File: config.mk
export PLATFORM = sky130hd
export DESIGN_NAME = seven_seg_scan_decoder
export DESIGN_NICKNAME = d
export VERILOG_FILES = /design/src/rtl/seven_seg_scan_decoder.sv
export SDC_FILE = /design/constraint.sdc
export NUM_CORES = 1
export LEC_CHECK = 0
export BUFFER_PORTS_ARGS = -buffer_cell sky130_fd_sc_hd__buf_2
export CAP_MARGIN = 40
export CELL_PAD_IN_SITES_DETAIL_PLACEMENT = 2
export CELL_PAD_IN_SITES_GLOBAL_PLACEMENT = 2
export CORE_ASPECT_RATIO = 1.5
export CORE_MARGIN = 2
export CORE_UTILIZATION = 30
export CTS_CLUSTER_DIAMETER = 200
export CTS_CLUSTER_SIZE = 8
export DETAILED_ROUTE_END_ITERATION = 12
export PLACE_DENSITY_LB_ADDON = 0.1
export SYNTH_ARGS = -nofsm -noshare
export SYNTH_HDL_FRONTEND = slang
export SYNTH_SLANG_ARGS = --single-unit
File: constraint.sdc
create_clock -name clk -period 4.93 [get_ports clk]
set_clock_uncertainty 0.05 [all_clocks]
set_input_delay 1.479 -clock clk [delete_from_list [all_inputs] [get_ports clk]]
set_output_delay 1.479 -clock clk [all_outputs]
set_load 0.005 [all_outputs]
File: src/rtl/seven_seg_scan_decoder.sv
// Loopback monitor for a multiplexed 4-digit seven-segment display.
// It rebuilds the BCD value being shown. Define SEG_ALT_GLYPH_EN to also accept the tailed 6 and 9 glyphs.
module seven_seg_scan_decoder #(
  parameter int STABLE_CYCLES  = 4,
  parameter int TIMEOUT_CYCLES = 50000000,
  parameter int CNT_W          = 26
) (
  input  logic        clk,
  input  logic        rst_n,
  input  logic        an0,
  input  logic        an1,
  input  logic        an2,
  input  logic        an3,
  input  logic        ca,
  input  logic        cb,
  input  logic        cc,
  input  logic        cd,
  input  logic        ce,
  input  logic        cf,
  input  logic        cg,
  output logic [15:0] bcd_out,
  output logic        frame_valid,
  output logic [3:0]  blank_mask,
  output logic [3:0]  bad_mask,
  output logic        seq_err,
  output logic        no_signal
);

  localparam int SW = $clog2(STABLE_CYCLES + 1);
  localparam logic [SW-1:0]    STAB_LAST = SW'(STABLE_CYCLES - 1);
  localparam logic [SW-1:0]    STAB_SAT  = SW'(STABLE_CYCLES);
  localparam logic [CNT_W-1:0] TMO_MAX   = CNT_W'(TIMEOUT_CYCLES);

  typedef enum logic {SYNC, COLLECT} state_t;

  logic [10:0]      raw_vec;
  logic [10:0]      sync1_reg, sync2_reg, prev_reg;
  logic [SW-1:0]    stab_cnt_reg;
  logic             accept;
  logic [3:0]       an_vec;
  logic [6:0]       seg_vec;
  logic             an_ok;
  logic [1:0]       idx;
  logic [3:0]       glyph_nib;
  logic             glyph_blank, glyph_bad;

  state_t           state_reg, state_next;
  logic [1:0]       exp_reg, exp_next;
  logic             store, clear, commit, seq_err_next;
  logic [15:0]      bcd_asm_reg, bcd_asm_next;
  logic [3:0]       blank_asm_reg, blank_asm_next;
  logic [3:0]       bad_asm_reg, bad_asm_next;
  logic [CNT_W-1:0] tmo_reg;

  assign raw_vec = {an3, an2, an1, an0, cg, cf, ce, cd, cc, cb, ca};

  // The stability counter saturates one past the accept point, so a held vector is accepted only once.
  always_ff @(posedge clk) begin
    if (!rst_n) begin
      sync1_reg    <= '1;
      sync2_reg    <= '1;
      prev_reg     <= '1;
      stab_cnt_reg <= '0;
    end else begin
      sync1_reg <= raw_vec;
      sync2_reg <= sync1_reg;
      prev_reg  <= sync2_reg;
      if (sync2_reg != prev_reg)
        stab_cnt_reg <= '0;
      else if (stab_cnt_reg != STAB_SAT)
        stab_cnt_reg <= stab_cnt_reg + 1'b1;
    end
  end

  assign accept  = (stab_cnt_reg == STAB_LAST);
  assign an_vec  = prev_reg[10:7];
  assign seg_vec = prev_reg[6:0];

  always_comb begin
    an_ok = 1'b1;
    idx   = 2'd0;
    case (an_vec)
      4'b1110: idx = 2'd0;
      4'b1101: idx = 2'd1;
      4'b1011: idx = 2'd2;
      4'b0111: idx = 2'd3;
      default: an_ok = 1'b0;
    endcase
  end

  // Segment bits are ordered {g,f,e,d,c,b,a}, and a lit segment reads as 0.
  always_comb begin
    glyph_nib   = 4'hE;
    glyph_blank = 1'b0;
    glyph_bad   = 1'b0;
    case (seg_vec)
      7'b1000000: glyph_nib = 4'h0;
      7'b1111001: glyph_nib = 4'h1;
      7'b0100100: glyph_nib = 4'h2;
      7'b0110000: glyph_nib = 4'h3;
      7'b0011001: glyph_nib = 4'h4;
      7'b0010010: glyph_nib = 4'h5;
      7'b0000011: glyph_nib = 4'h6;
      7'b1111000: glyph_nib = 4'h7;
      7'b0000000: glyph_nib = 4'h8;
      7'b0011000: glyph_nib = 4'h9;
`ifdef SEG_ALT_GLYPH_EN
      7'b0000010: glyph_nib = 4'h6;
      7'b0010000: glyph_nib = 4'h9;
`endif
      7'b1111111: begin
        glyph_nib   = 4'hF;
        glyph_blank = 1'b1;
      end
      default: begin
        glyph_nib = 4'hE;
        glyph_bad = 1'b1;
      end
    endcase
  end

  always_comb begin
    state_next   = state_reg;
    exp_next     = exp_reg;
    store        = 1'b0;
    clear        = 1'b0;
    commit       = 1'b0;
    seq_err_next = 1'b0;
    if (accept && an_ok) begin
      case (state_reg)
        SYNC: begin
          if (idx == 2'd0) begin
            store      = 1'b1;
            clear      = 1'b1;
            exp_next   = 2'd1;
            state_next = COLLECT;
          end
        end
        default: begin
          if (idx == exp_reg) begin
            store = 1'b1;
            if (exp_reg == 2'd3) begin
              commit   = 1'b1;
              exp_next = 2'd0;
            end else begin
              exp_next = exp_reg + 2'd1;
            end
          end else begin
            seq_err_next = 1'b1;
            clear        = 1'b1;
            if (idx == 2'd0) begin
              store    = 1'b1;
              exp_next = 2'd1;
            end else begin
              exp_next   = 2'd0;
              state_next = SYNC;
            end
          end
        end
      endcase
    end
  end

  // A store overrides the clear, so a restart at digit 0 keeps the new digit.
  genvar gi;
  generate
    for (gi = 0; gi < 4; gi++) begin : g_digit
      logic hit;
      assign hit = store && (idx == 2'(gi));
      assign bcd_asm_next[4*gi +: 4] = hit ? glyph_nib
                                     : (clear ? 4'h0 : bcd_asm_reg[4*gi +: 4]);
      assign blank_asm_next[gi] = hit ? glyph_blank : (clear ? 1'b0 : blank_asm_reg[gi]);
      assign bad_asm_next[gi]   = hit ? glyph_bad   : (clear ? 1'b0 : bad_asm_reg[gi]);
    end
  endgenerate

  always_ff @(posedge clk) begin
    if (!rst_n) begin
      state_reg     <= SYNC;
      exp_reg       <= 2'd0;
      bcd_asm_reg   <= '0;
      blank_asm_reg <= '0;
      bad_asm_reg   <= '0;
      bcd_out       <= '0;
      blank_mask    <= '0;
      bad_mask      <= '0;
      frame_valid   <= 1'b0;
      seq_err       <= 1'b0;
      tmo_reg       <= '0;
    end else begin
      state_reg     <= state_next;
      exp_reg       <= exp_next;
      bcd_asm_reg   <= bcd_asm_next;
      blank_asm_reg <= blank_asm_next;
      bad_asm_reg   <= bad_asm_next;
      frame_valid   <= commit;
      seq_err       <= seq_err_next;
      if (commit) begin
        bcd_out    <= bcd_asm_next;
        blank_mask <= blank_asm_next;
        bad_mask   <= bad_asm_next;
      end
      if (commit)
        tmo_reg <= '0;
      else if (tmo_reg != TMO_MAX)
        tmo_reg <= tmo_reg + 1'b1;
    end
  end

  assign no_signal = (tmo_reg == TMO_MAX);

endmodule
* Word level (Yosys, flattened, before mapping) *
Cells that the tools add are included.

operators by class
  $add $sub $neg = 3
  eq/ne operators = 24
  mux-type cells = 45
  bitwise gates (word level) = 1
  reductions and logical operators = 14

operator list
  operator                 number
  $pmux W4 S11             1
  $mux W4                  8
  $mux W1                  31
  $eq A7 B7 Y1 const B     4
  $add A26 B1 Y26 const B  1
  $eq A26 B26 Y1 const B   1
  $ne A26 B26 Y1 const B   1
  $eq A7 B5 Y1 const B     3
  $eq A7 B6 Y1 const B     2
  $eq A4 B4 Y1 const B     3
  $ne A11 B11 Y1           1
  $reduce_or A11 Y1        1
  $mux W2                  4
  $eq A7 B2 Y1 const B     1
  $logic_not A7 Y1         1
  $eq A2 B2 Y1 const B     3
  $pmux W2 S3              1
  $logic_and A1 B1 Y1      5
  $eq A4 B3 Y1 const B     1
  $reduce_or A2 Y1         2
  $reduce_or A4 Y1         1
  $add A3 B1 Y3 const B    1
  $eq A3 B2 Y1 const B     1
  $ne A3 B3 Y1 const B     1
  8 further kinds          8

storage, ports and cells
  register bits after elaboration = 115
  bits of input ports = 13
  output and inout port bits = 27

* Longest topological paths before layout *
  depth in word-level cells = 9
  mapped depth = 10
  gate-level depth less buffers = 8

* Least setup slack after synthesis *
OpenSTA, ideal clock, no wires.

  path kind = register to output
  from = register tmo_reg[0]
  to = output no_signal
  data arrival time = 1.052 ns
  required time = 3.401 ns
  path slack = 2.349 ns
  cell stages (with the launch flop) = 7
  path buffers = 0
  cells stage by stage = dfxtp_1 > inv_1 > ha_1 > nand2_1 > nor2_1 > nand3_1 > nor4_1

between the ends
  word-level cells in the longest chain between the ends = 1

RTL lines
  item                      RTL line  text
  start: declaration        53        logic [CNT_W-1:0] tmo_reg;
  start signal: assignment  206       tmo_reg <= tmo_reg + 1'b1;
  $eq A26 B26 Y1            210       assign no_signal = (tmo_reg == TMO_MAX);
  end: declaration          26        output logic no_signal

Every way passes these cells.

* Worst setup path after layout *
  from = register prev_reg[7]
  to = register bcd_out[5]

between the ends
  word-level cells in the longest chain between the ends = 9
  elaborated cells between the ends (all ways) = 24
  classes of those cells = 6 x eq/ne; 14 x mux; 4 x reduce/logical

RTL lines
  item                                          RTL line  text
  start: declaration                            37        logic [10:0] sync1_reg, sync2_reg, prev_reg;
  start signal: assignment                      67        prev_reg <= sync2_reg;
  $eq A4 B3 Y1 or $eq A4 B4 Y1 (tied branches)  82        case (an_vec)
  $pmux W2 S3                                   82
  $logic_not A2 Y1                              132, 151
  $mux W1                                       132, 151
  $mux W1                                       140       if (idx == exp_reg) begin
  $mux W1                                       130       case (state_reg)
  $mux W1                                       129       if (accept && an_ok) begin
  $logic_and A1 B1 Y1                           169       assign hit = store && (idx == 2'(gi));
  $mux W4                                       170       assign bcd_asm_next[4*gi +: 4] = hit ? glyph_nib
  end signal: assignment                        199       bcd_out <= bcd_asm_next;
  end: declaration                              21        output logic [15:0] bcd_out,

Several ways; a longest one is shown, not always the timed one.
A chain may end at the register's enable or synchronous reset.

==> impl_results.md <==
- Post-Syn Area: 4920 um^2
- Post-DP HPWL: 9520 um
- Num Clock Sinks: 115
- Status: finished clean
- Critical path arrival: 3.58 ns
- Clock Latency Late Sink: 0.42 ns
- DRT iter0 DRCs: 141
- R2R depth: 6
- Seq cells post-synth: 115
- DRT Pass-1 Iters: 4
- Post-CTS sizing: 0
- Mapped Cells: 553
- Layout cell share with drive strength beyond 1: 14.7%
- Worst reg2reg setup slack: 1.61 ns
- CTS tree: built
- Max-slew violation count: 0
- Pin count of the biggest net entering global routing: 35
- Total track usage: 16.7%
- H-tree depth reported by CTS: 4
- P per Cell Area: 389 nW/um^2
- Number of remaining DRC errors: 0
- FF-to-FF Start: prev_reg[7]$_SDFF_PN1_
- Minimum clock period: 3.32 ns
- Post-synth top area share: 46.8%
- Top post-synthesis cells by area: dfxtp_1, nand2b_1, xor2_1
- Register area share after synthesis: 46.8%
- GPL Wtd Cong: 0.751
- Drt total wl: 13,200 um
- Final hold vios: 0
- Most frequent cells in the layout: dfxtp_1, nand2_1, nor2_1, buf_2, nand2b_1
- Post-synth cell types: 60
- Final setup viols: 0
- I/O pins: 40
- First-pass GRT wire length: 22,700 um
- Worst Hold Class: reg -> reg
- Buffers on Ports: 39
- RSZ-0062 raised after global routing: false
- Post-DR vias/cell: 4.97
- Leading area contributor after synthesis: dfxtp_1
- Worst slew margin: 47.0%
- Net Count, Synth: 572
- Hold buffers post-CTS: 0
- Nature of the critical path endpoint: flip-flop
- Core Box Area: 16,100 um^2
- Worst EP required: 5.19 ns
- Initial antenna violation count: 0
- Startpoint types: flip-flop
- WS Path Type: reg -> reg
- Crit-path max FO: 21
- Top FF cell, synth: dfxtp_1
- Clk slew on worst S/H paths: 0.06 ns
- Crit share post-route: 67.3%
- Layout Cells excl Fill: 799
- Vias: 3,973
- Detail Route Antenna Nets: 0
- Layout Nets: 599
- Die Ht: 161 um
- Die Area: 17,500 um^2
- Highest clock rate: 301 MHz
- Max reg flops: 26
- CP Capture Point: bcd_out[5]$_SDFFE_PN0P_
- CTS Buf Count: 17
- Leak pwr: 2.20 nW
- Max clock buf depth: 2
- Post-synth EDFFs: 0
- Starting density of the core: 30.5%
- Root Driver: clkbuf_16
- Syn Area/Cell: 8.90 um^2
- Warnings, synthesis: 0
- Max rail drop VDD: 0.188 mV
- Worst setup path startpoint: prev_reg[7]$_SDFF_PN1_
- Grt ovf: 0
- Post-Route Setup TNS: 0 ns
- Vias in the first global route: 4,442
- Die X-Extent: 109 um
- Rows: 57
- Area growth syn-to-layout: 18.1%
- Wire length per cell: 16.5 um
- Ant. Diodes: 0
- Worst-Margin Slew: 0.795 ns
- Synth async-reset ratio: 0%
- Commonest non-fill, non-tap cell in the layout: dfxtp_1
- Reg2reg end: bcd_out[5]$_SDFFE_PN0P_
- Maxcap violations: 0
- Postcts setup bufs: 0
- Placed cell count: 767
where the power goes:
part           internal, mW  switching [mW]
Combinational        0.0309          0.0511
Sequential            0.943          0.0138
Clock                 0.748           0.472
critical path, cell delays in order (launching register included):
cell and delay (ns):
dfxtp_1 0.63, and4b_1 0.38, a311oi_1 0.08, nor2_1 0.61
and3_1 0.78, nor2_1 0.37, a22o_1 0.31
cells by family (layout without fill, tap and decap cells):
| group | after synthesis | in the layout | share of synthesized area [%] |
|---|---|---|---|
| flip-flops | 115 | 115 | 46.8 |
| adder cells (fa/ha/maj) | 6 | 6 | 1.53 |
| XOR/XNOR | 40 | 40 | 7.12 |
| multiplexers | 10 | 10 | 2.03 |
| buffers and inverters | 45 | 85 | 4.35 |
| AO/OA/AOI/OAI | 95 | 95 | 12.7 |
| AND/OR/NAND/NOR | 242 | 242 | 25.5 |
layer usage:
metal | global-route usage (%) | vias up | wire (um)
li1 | - | 1959 | -
met1 | 18.6 | 1955 | 5460
met2 | 30.6 | 45 | 7260
met3 | 3.29 | 14 | 263
met4 | 6.29 | 0 | 185
met5 | 0 | - | 0
Yosys cell counts (all sizes together), types with 2 or more instances:
cell     number
nand3        25
buf          25
o2bb2ai       8
o21a          3
or2           5
a22oi         2
dfxtp       115
ha            6
and4b         2
xnor2        13
nand2        62
inv          10
nor4         10
and3          7
mux2i        10
xor2         27
o211ai        2
o22ai         5
clkbuf       10
a31oi         7
nand2b       39
and4          2
a221oi        2
a21o          5
or3           6
o21ai        14
and2          4
nor4b         2
nor2         54
a211oi        3
nand3b        5
or3b          4
a21oi        33
nor3          4
a211o         2
nand4         7
area by class of cell:
class | count | area [um^2]
inverter | 10 | 37.5
clock buffer | 18 | 429
fill | 1850 | 10300
tap | 206 | 258
multi-input combinational | 393 | 2410
timing repair buffer | 43 | 230
clock inverter | 14 | 153
sequential | 115 | 2300
how the worst min path moves through the flow:
| stage | from | to | slack [ns] | cells after the start |
|---|---|---|---|---|
| after floorplan | sync1_reg[0]$_SDFF_PN1_ | sync2_reg[0]$_SDFF_PN1_ | 0.34 | 1 |
| after global placement | sync1_reg[2]$_SDFF_PN1_ | sync2_reg[2]$_SDFF_PN1_ | 0.34 | 1 |
| after detailed placement | sync1_reg[1]$_SDFF_PN1_ | sync2_reg[1]$_SDFF_PN1_ | 0.35 | 1 |
| after CTS | sync1_reg[6]$_SDFF_PN1_ | sync2_reg[6]$_SDFF_PN1_ | 0.36 | 1 |
| after global routing | sync1_reg[6]$_SDFF_PN1_ | sync2_reg[6]$_SDFF_PN1_ | 0.37 | 1 |
| final | sync1_reg[6]$_SDFF_PN1_ | sync2_reg[6]$_SDFF_PN1_ | 0.36 | 1 |
metrics by stage:
step           hold slack [ns]  power [mW]  instance area, um^2  utilization [%]  setup slack [ns]
3_3_place_gp             0.343        1.06                 5210             32.3              1.72
3_5_place_dp             0.346        1.06                 5230             32.5              1.60
4_1_cts                  0.360        2.30                 5820             36.1              1.57
5_1_grt                  0.370        2.36                 5820             36.1              1.27
2_1_floorplan            0.336        1.04                 4920                -              2.35
6_report                 0.357        2.26                 5820             36.1              1.61
(Power assumes the default switching activity.)
